===== src/rtl/instr_fetch_unit.sv =====
// Instruction fetch stage: keeps the PC, issues reads to a synchronous instruction
// memory and buffers the returned words in a show-ahead prefetch FIFO for decode.
module instr_fetch_unit #(
  parameter int                    ADDR_WIDTH = 16,
  parameter int                    DEPTH      = 4,
  parameter logic [ADDR_WIDTH-1:0] RESET_PC   = '0
) (
  input  logic                  clk,
  input  logic                  rst,
  output logic                  mem_en,
  output logic [ADDR_WIDTH-1:0] mem_addr,
  input  logic [15:0]           mem_rdata,
  input  logic                  redirect_valid,
  input  logic [ADDR_WIDTH-1:0] redirect_pc,
  output logic                  instr_valid,
  output logic [15:0]           instr,
  output logic [ADDR_WIDTH-1:0] instr_pc,
  input  logic                  instr_ready,
  output logic                  halted
);

  localparam int PW = $clog2(DEPTH);
  localparam int CW = PW + 1;

  typedef enum logic {FETCH, HALT} state_t;

  state_t                state_q, state_d;
  logic [ADDR_WIDTH-1:0] pc_q;
  logic                  inflight_q;
  logic [ADDR_WIDTH-1:0] inflight_pc_q;
  logic [15:0]           fifo_data [DEPTH];
  logic [ADDR_WIDTH-1:0] fifo_pc   [DEPTH];
  logic [PW-1:0]         wr_ptr, rd_ptr;
  logic [CW-1:0]         count;
  logic                  push, pop, ret_eof, room;

  // Returns arriving while halted are squashed; an EOF return also blocks the
  // read that would otherwise issue in the same cycle.
  always_comb begin
    state_d = state_q;
    push    = inflight_q && (state_q == FETCH);
    ret_eof = push && (mem_rdata == 16'h0000);
    room    = (count + CW'(inflight_q)) < CW'(DEPTH);
    if (redirect_valid)
      state_d = FETCH;
    else if (ret_eof)
      state_d = HALT;
    mem_en = rst && (state_q == FETCH) && !redirect_valid && room && !ret_eof;
  end

  assign mem_addr    = pc_q;
  assign instr_valid = (count != '0);
  assign pop         = instr_valid && instr_ready;
  assign instr       = instr_valid ? fifo_data[rd_ptr] : 16'h0000;
  assign instr_pc    = instr_valid ? fifo_pc[rd_ptr] : '0;
  assign halted      = (state_q == HALT) && (count == '0);

  always_ff @(posedge clk or negedge rst) begin
    if (!rst)
      state_q <= FETCH;
    else
      state_q <= state_d;
  end

  always_ff @(posedge clk or negedge rst) begin
    if (!rst) begin
      pc_q          <= RESET_PC;
      inflight_q    <= 1'b0;
      inflight_pc_q <= '0;
      wr_ptr        <= '0;
      rd_ptr        <= '0;
      count         <= '0;
    end else if (redirect_valid) begin
      pc_q       <= redirect_pc;
      inflight_q <= 1'b0;
      wr_ptr     <= '0;
      rd_ptr     <= '0;
      count      <= '0;
    end else begin
      inflight_q <= mem_en;
      if (mem_en) begin
        pc_q          <= pc_q + ADDR_WIDTH'(1);
        inflight_pc_q <= pc_q;
      end
      if (push)
        wr_ptr <= wr_ptr + PW'(1);
      if (pop)
        rd_ptr <= rd_ptr + PW'(1);
      count <= count + CW'(push) - CW'(pop);
    end
  end

  // Storage needs no reset: entries are only visible while count covers them.
  always_ff @(posedge clk) begin
    if (push && !redirect_valid) begin
      fifo_data[wr_ptr] <= mem_rdata;
      fifo_pc[wr_ptr]   <= inflight_pc_q;
    end
  end

endmodule

===== config.mk =====
export PLATFORM = sky130hd
export DESIGN_NAME = instr_fetch_unit
export DESIGN_NICKNAME = d
export VERILOG_FILES = /design/src/rtl/instr_fetch_unit.sv
export SDC_FILE = /design/constraint.sdc
export NUM_CORES = 1
export LEC_CHECK = 0
export BUFFER_PORTS_ARGS = -buffer_cell sky130_fd_sc_hd__buf_2
export CAP_MARGIN = 20
export CORE_MARGIN = 2
export CORE_UTILIZATION = 54
export CTS_BUF_LIST = sky130_fd_sc_hd__clkbuf_2
export CTS_CLUSTER_SIZE = 14
export DETAILED_ROUTE_END_ITERATION = 12
export GPL_ROUTABILITY_DRIVEN = 0
export PLACE_DENSITY = 0.75
export SKIP_LAST_GASP = 1
export SLEW_MARGIN = 25
export SYNTH_ARGS = -nofsm -noshare
export SYNTH_HDL_FRONTEND = slang
export SYNTH_SLANG_ARGS = --single-unit

===== constraint.sdc =====
create_clock -name clk -period 2.4 [get_ports clk]
set_input_delay 0.36 -clock clk [delete_from_list [all_inputs] [get_ports clk]]
set_output_delay 0.36 -clock clk [all_outputs]
set_load 0.05 [all_outputs]

---- Yosys cells after proc, flatten, opt, wreduce, memory -nomap -nowiden ----
Memory sizes are Yosys's and may differ from the RTL's.
Index checks and enable logic that the tools add are counted.
storage, ports and cells
  register bits ........................... 41
  bits in writable memories ............... 128
  input bits .............................. 36
  output and inout port bits .............. 51
  logic and storage cells ................. 51
  memories ................................ 2
memory list
  name       depth  width  read ports  clocked after memory_dff  write ports  RTL line  RTL
  fifo_data  4      16     1           0                         1            31        logic [15:0] fifo_data [DEPTH];
  fifo_pc    4      16     1           0                         1            32        logic [ADDR_WIDTH-1:0] fifo_pc [DEPTH];
operators by class
  add/sub/neg operators ................... 6
  order comparisons ....................... 1
  multiplexer cells ....................... 14
  bitwise gates (word level) .............. 2
  reduce and logical (&&, ||, !) cells .... 19
operators with widths
  kind                                           count
  two-way mux 16 bit                             4
  adder 16 x 1 -> 16 bit, second input constant  1
  logical NOT 16 bit                             1
  logical AND 1 bit                              9
  two-way mux 2 bit                              4
  nonzero test 2 bit                             4
  adder 3 x 1 -> 3 bit                           2
  two-way mux 1 bit                              5
  adder 2 x 1 -> 2 bit, second input constant    2
  logical NOT 3 bit                              1
  < comparator 3 bit, second input constant      1
  two-way mux 3 bit                              1
  nonzero test 3 bit                             1
  subtractor 3 x 1 -> 3 bit                      1
  logical NOT 1 bit                              2
  NOT 1 bit                                      2
  AND reduction 2 bit                            1

---- Depth between registers and ports, before layout ----
Gate-level depths: netlist (run 1).
  depth after elaboration ................. 7
  gate-level depth with buffers ........... 10
  mapped depth without buffers ............ 9

---- Worst setup path after synthesis (run 1) ----
Ideal clock, no wire load.
  kind .................................... register to output
  from .................................... reg count[1]
  to ...................................... out halted
  data arrival time ....................... 2.058 ns
  data required time ...................... 2.040 ns
  path slack .............................. -0.018 ns
  cell stages (with the launch flop) ...... 5
  buffers on the path ..................... 2
  path through ............................ dfrtp_1 > or3_1 > clkbuf_1 > clkbuf_1 > nor2_1
between the ends
  cells in the longest elaborated chain, start to end .. 2
ends and longest elaborated chain
  element                   RTL line  RTL
  start: declaration        34        logic [CW-1:0] count;
  start signal: assignment  89        count <= count + CW'(push) - CW'(pop);
  logical NOT 3 bit         56        assign halted = (state_q == HALT) && (count == '0);
  logical AND 1 bit         56
  end: declaration          19        output logic halted
Every way passes these cells.

---- Worst setup path in the final report (run 1) ----
  from .................................... reg rd_ptr[0]
  to ...................................... out instr_pc[14]
between the ends
  cells in the longest elaborated chain, start to end .. 2
ends and longest elaborated chain
  element                   RTL line  RTL
  start: declaration        33        logic [PW-1:0] wr_ptr, rd_ptr;
  start signal: assignment  88        rd_ptr <= rd_ptr + PW'(1);
  memory read (4 x 16 bit)  -
  two-way mux 16 bit        55        assign instr_pc = instr_valid ? fifo_pc[rd_ptr] : '0;
  end: declaration          17        output logic [ADDR_WIDTH-1:0] instr_pc,
Every way passes these cells.

==> metrics, run 1 <==
H-Tree Depth=4; Synth Register Bits=between 150 and 200; post-synth top area share=54.2%; Reg area=4870 sq um; FILL cells=861; Lkg Pwr=3.32 nW; RSZ-0062 raised after global routing=yes; CP delay by family, top=multiplexers; CP cell instances=buf_6 > buf_8 > mux4_2 > and2_4 > buf_6; most used cell, CP=buf_6; Root Driver=clkbuf_2; largest net degree at the start of global routing=42; initial antenna violation count=1; min-delay src=instr_ready; largest cells by area after synthesis=edfxtp_1 54%, dfrtp_1 14%, mux4_2 10%; Finished Layout Cells=747; status=complete, but fails checks; post-synthesis async set-or-reset flop share=24.3%; hold depth=5; clock tree buffer depth=2; startpoint types=flip-flop; CTS tree=built; Cells after Synth=410; failing checks=setup timing; sequential-to-total area share from yosys stat=around two thirds; reg2reg setup slack=130 ps; Max Freq=370 MHz; DP HPWL=8730 microns; Die Area=roughly 14000 sq um; Initial Util=55.8%; Reg2Reg Capture Point=count[1]; Worst Path Buf+Inv=3; Simple-Gate Fraction of Synth Area=8.08%; Clock Pin Slew Worst Setup and Hold Paths=230 ps; final hold violation count=0; setup slack after layout=-301 ps; number of max-cap violations=0; Max-slew headroom=57.6%; Max Clock Skew=34.0 ps; core area=roughly 13000 sq um; Die H=119 microns; R2R Path Start=count[0]; vias per cell=5.60; largest family of logic cells by synthesized area=multiplexers; DRT iter0 DRCs=300; Skew-Pair Late Insertion Delay=750 ps; Area growth syn-to-layout=26.3%; Design Area, Final=roughly 9000 sq um; final antenna-violating net count=0; Top FF cell, synth=edfxtp_1; FP Rows=41; Mapped Area=7100 sq um; fin crit share=113%; area of the multi-input gates=roughly 2200 sq um; hold endpoint=rd_ptr[1]; total congestion overflow=0; Die Width=roughly 120 microns; CP peak stage delay=540 ps; R2R depth=8; Pre-antenna DRT Iters=5; Mapped Avg Cell Area=between 15 and 20 sq um; first-pass GRT wire length=23400 microns; Area after DPL=7800 sq um; mux cell area share after synthesis=13.7%; total power=9.66 mW; syn nets=454; Nets=605; Synth area leader=edfxtp_1; Hold WC Path Type=in2reg; Adder-Cell Fraction of Synth Area=1.52%; synth warn=0; Port Buf Inserts=86; EDFF count, synth=128; Post-Synth XOR/XNOR Area=around 2.1%; Worst Max-Slew Pin Slew=approximately 620 ps; PD cells=around 1100 nW/um^2; cell count after placement=667; crit end category=primary output; Via Count=roughly 4200; count of final setup violators=35; Crit path required time=about 2000 ps; pre-CTS setup slack=around 130 ps; worst path arrival time=2340 ps; fraction of layout instances using a drive strength above 1=41.8%; post-route DRC violation count=0; fin crit period=about 2700 ps; # IOs=87; Crit Path Class=reg2out; Slew Limit Fails=0; WL/cell=19.8 microns; Distinct cells, synth=47; complex-gate fraction of the synthesized area=3.84%; WL final=14800 microns; Global Route Usage Sum=22.4%; vias in the first global route=about 4300; worst ir drop on vdd=0.588 mV; Crit Path Max Fanout=5; CTS Buf Count=17; slowest cell on the critical path=mux4_2; count of clock tree sinks=169
## cell type report
type | instances | share of cell area (%)
well taps | 172 | 2.40
clock buffers | 19 | 1.06
diodes | 1 | 0.0279
flip-flops and latches | 169 | 54.4
repair buffers | 153 | 16.4
clock inverters | 13 | 1.16
inverters | 9 | 0.377
multi-input cells | 211 | 24.2
## flip-flops by register name, indices dropped and copies added, names as in the netlist
name	count
wr_ptr	2
inflight_pc_q	16
rd_ptr	2
count	3
fifo_data	64
mem_addr	16
fifo_pc	64
state_q	1
inflight_q	1
## synth_stat cells, drive strengths merged, types with 4 or more instances
cell	number
a2111oi	8
a211oi	4
and2	38
buf	8
clkbuf	13
dfrtp	41
edfxtp	128
ha	7
inv	9
mux2	19
mux4	32
nand2	19
nand3	8
nand4	4
nor2	11
o21ai	11
xnor2	13
xor2	4
## through the flow
stage / hold slack (ps) / TNS, ps / util (%)
2_1_floorplan: 64.4 / 0 / -
3_3_place_gp: 486 / 0 / 61.3
3_5_place_dp: 502 / 0 / 61.3
4_1_cts: 60.3 / -10530 / 69.4
5_1_grt: 90.1 / -12680 / 70.4
6_report: 101 / -8910 / 70.4
## how the worst max path moves through the flow
stage	from	end	slack, ps	cells after the start
4_1_cts	rd_ptr[0]	instr_pc[7]	-330	5
2_1_floorplan	count[1]	count[2]	90	10
5_1_grt	rd_ptr[0]	instr[5]	-410	5
3_5_place_dp	mem_rdata[13]	inflight_pc_q[15]	130	7
3_3_place_gp	mem_rdata[13]	mem_en	180	7
6_report	rd_ptr[0]	instr_pc[14]	-300	5
## placed cells by master (no fill, tap or decap), types with 9 or more instances in the layout
cell / Yosys / layout
clkbuf_2: 0 / 19
buf_8: 1 / 25
and2_1: 37 / 11
xnor2_1: 13 / 13
nand2_1: 19 / 19
mux2_2: 11 / 11
buf_2: 4 / 51
and2_4: 1 / 27
o21ai_0: 11 / 11
mux4_2: 32 / 32
buf_6: 0 / 13
buf_4: 1 / 21
dlygate4sd3_1: 0 / 35
nor2_1: 10 / 9
edfxtp_1: 128 / 128
dfrtp_1: 41 / 40
## report_power, final
part	internal, mW	switching (mW)
combinational	2.17	2.38
clock	0.371	0.938
sequential	3.52	0.284
## worst register-to-register path, stage by stage, from the launching register on
cell	delay, ps
dfrtp_1	460
or3_4	480
and2_4	180
ha_1	280
inv_1	60
ha_1	130
inv_1	50
fa_2	520
nor2_1	40
## repair_timing
item	CTS	global route
hold endpoints to repair	124	0
gates cloned	4	1
resized for setup	107	33
hold buffers	35	0
endpoints found under the setup margin	35	36
pin swaps	1	28
buffers inserted	6	2
## cells by family (layout without fill, tap and decap cells)
group | Yosys count | after routing
buf+inv | 30 | 194
other cells | 0 | 1
simple gates | 100 | 100
flops | 169 | 169
compound gates | 34 | 34
xor+xnor | 17 | 17
mux | 52 | 52
fa+ha+maj | 8 | 8
## routing by layer
layer / vias to the layer above / track usage [%] / routed length, microns
met1: 2147 / 29.2 / 6010
met5: - / 0 / 0
met2: 116 / 37.0 / 7710
met3: 29 / 5.21 / 685
li1: 1889 / - / -
met4: 0 / 7.89 / 409
Note: power is estimated with default switching activity, not from simulation.
==> run 2, diff against run 1 <==
ABC_AREA = 0   (was default)
BUFFER_PORTS_ARGS = default   (was -buffer_cell sky130_fd_sc_hd__buf_2)
CORE_UTILIZATION = 55   (was 54)
DONT_BUFFER_PORTS = 1   (was default)
PLACE_DENSITY = 0.7   (was 0.75)
==> metrics, run 2 (synthesis results as in run 1) <==
CP delay by family, top=flip-flops; Crit path required time=2040 ps; Root Driver=clkbuf_2; worst path arrival time=approximately 2300 ps; number of max-cap violations=0; fin crit share=111%; R2R Path Start=count[0]; DP HPWL=8920 microns; vias per cell=5.64; Worst Path Buf+Inv=3; min-delay src=rst; clock tree buffer depth=2; Worst Max-Slew Pin Slew=619 ps; startpoint types=flip-flop; Crit Path Max Fanout=3; R2R depth=9; WL/cell=21.2 microns; Area growth syn-to-layout=28.5%; FILL cells=between 800 and 900; initial antenna violation count=1; Lkg Pwr=approximately 3.3 nW; failing checks=setup timing; Die Width=between 100 and 150 microns; WL final=15100 microns; Clock Pin Slew Worst Setup and Hold Paths=230 ps; CTS Buf Count=17; Slew Limit Fails=0; Global Route Usage Sum=a little under a quarter; RSZ-0062 raised after global routing=yes; Nets=571; status=complete, but fails checks; first-pass GRT wire length=23300 microns; DRT iter0 DRCs=between 200 and 300; biggest regs=fifo_data x64, fifo_pc x64; Die Area=13800 sq um; Die H=approximately 120 microns; worst ir drop on vdd=roughly 0.62 mV; Initial Util=roughly 56%; Hold WC Path Type=in2reg; slowest cell on the critical path=dfrtp_1; H-Tree Depth=4; fin crit period=2670 ps; post-route DRC violation count=0; setup slack after layout=-271 ps; core area=12600 sq um; Port Buf Inserts=0; reg2reg setup slack=90 ps; hold endpoint=mem_addr[4]; CP cell instances=buf_6 > a31o_1 > a21o_1 > or3_4 > inv_2 > buf_8; CTS tree=built; cell count after placement=around 630; vias in the first global route=4151; # IOs=87; Max-slew headroom=between 50% and 60%; Fin Hold WS=92.8 ps; count of clock tree sinks=around 170; Via Count=4022; total power=10.2 mW; crit end category=primary output; Max Freq=374 MHz; final hold violation count=0; CP peak stage delay=460 ps; count of final setup violators=34; Finished Layout Cells=713; Crit Path Class=reg2out; FP Rows=41; largest net degree at the start of global routing=41; Max Clock Skew=around 27 ps; PD cells=1120 nW/um^2; hold depth=5; Reg2Reg Capture Point=count[2]; fraction of layout instances using a drive strength above 1=40.9%; Skew-Pair Late Insertion Delay=approximately 700 ps; most frequent cells in the layout=128 x edfxtp_1, 40 x dfrtp_1, 39 x dlygate4sd3_1; Pre-antenna DRT Iters=5; total congestion overflow=0; most common cell after layout, fill and taps aside=edfxtp_1; final antenna-violating net count=0
==> run 2: area by class of cell <==
| cell class | count | area (sq um) | share of cell area [%] |
|---|---|---|---|
| clock buffer | 19 | 95.1 | 1.04 |
| sequential | 169 | 4870 | 53.4 |
| tap | 172 | 215 | 2.36 |
| antenna | 1 | 2.50 | 0.0274 |
| timing repair buffer | 119 | 1550 | 16.9 |
| inverter | 9 | 33.8 | 0.370 |
| clock inverter | 13 | 148 | 1.62 |
| multi-input combinational | 211 | 2210 | 24.2 |
==> run 2: worst reg2reg max path, stage by stage, from the launching register on <==
cell and delay [ps]:
dfrtp_1 470, or3_4 460, and2_4 180, ha_4 220
inv_1 60, ha_2 170, inv_2 50, fa_2 410
xnor2_2 140, nor2_1 100
==> run 2: repair_timing <==
| action | CTS | global route |
|---|---|---|
| buffers inserted | 8 | 2 |
| gates resized for setup | 48 | 11 |
| endpoints found under the hold margin | 129 | 0 |
| hold buffers | 41 | 0 |
| pin swaps | 4 | 13 |
| endpoints found under the setup margin | 34 | 37 |
| cloned | 3 | 2 |
==> run 2: through the flow <==
step	worst slack [ps]	instance area [sq um]	TNS (ps)	utilization (%)
final	-271	9120	-7570	72.3
after global placement	158	8130	0	64.4
after detailed placement	43.5	8130	0	64.4
after floorplan	93.3	7100	0	-
after CTS	-347	9080	-10560	72.0
after global routing	-390	9120	-11850	72.3
==> run 2: worst max-delay path by stage <==
stage	depth (start not counted)	start	endpoint
detailed placement	9	count[0]	count[2]
global placement	9	count[0]	count[2]
floorplan	10	count[1]	count[2]
finish	6	count[1]	mem_en
CTS	6	count[1]	mem_en
global route	5	rd_ptr[0]	instr[6]
==> run 2: routing by layer <==
layer / wire, microns / track usage (%) / vias up
met1: 6320 / 29.6 / 2082
met2: 7760 / 36.8 / 114
met4: 262 / 8.36 / 0
li1: - / - / 1808
met5: 0 / 0 / -
met3: 796 / 6.06 / 18
==> run 2: report_power, final <==
| part | internal [mW] | switching, mW | total, mW |
|---|---|---|---|
| Combinational | 2.54 | 2.45 | 4.99 |
| Clock | 0.493 | 0.969 | 1.46 |
| Sequential | 3.52 | 0.251 | 3.77 |
| Total | 6.56 | 3.67 | 10.2 |
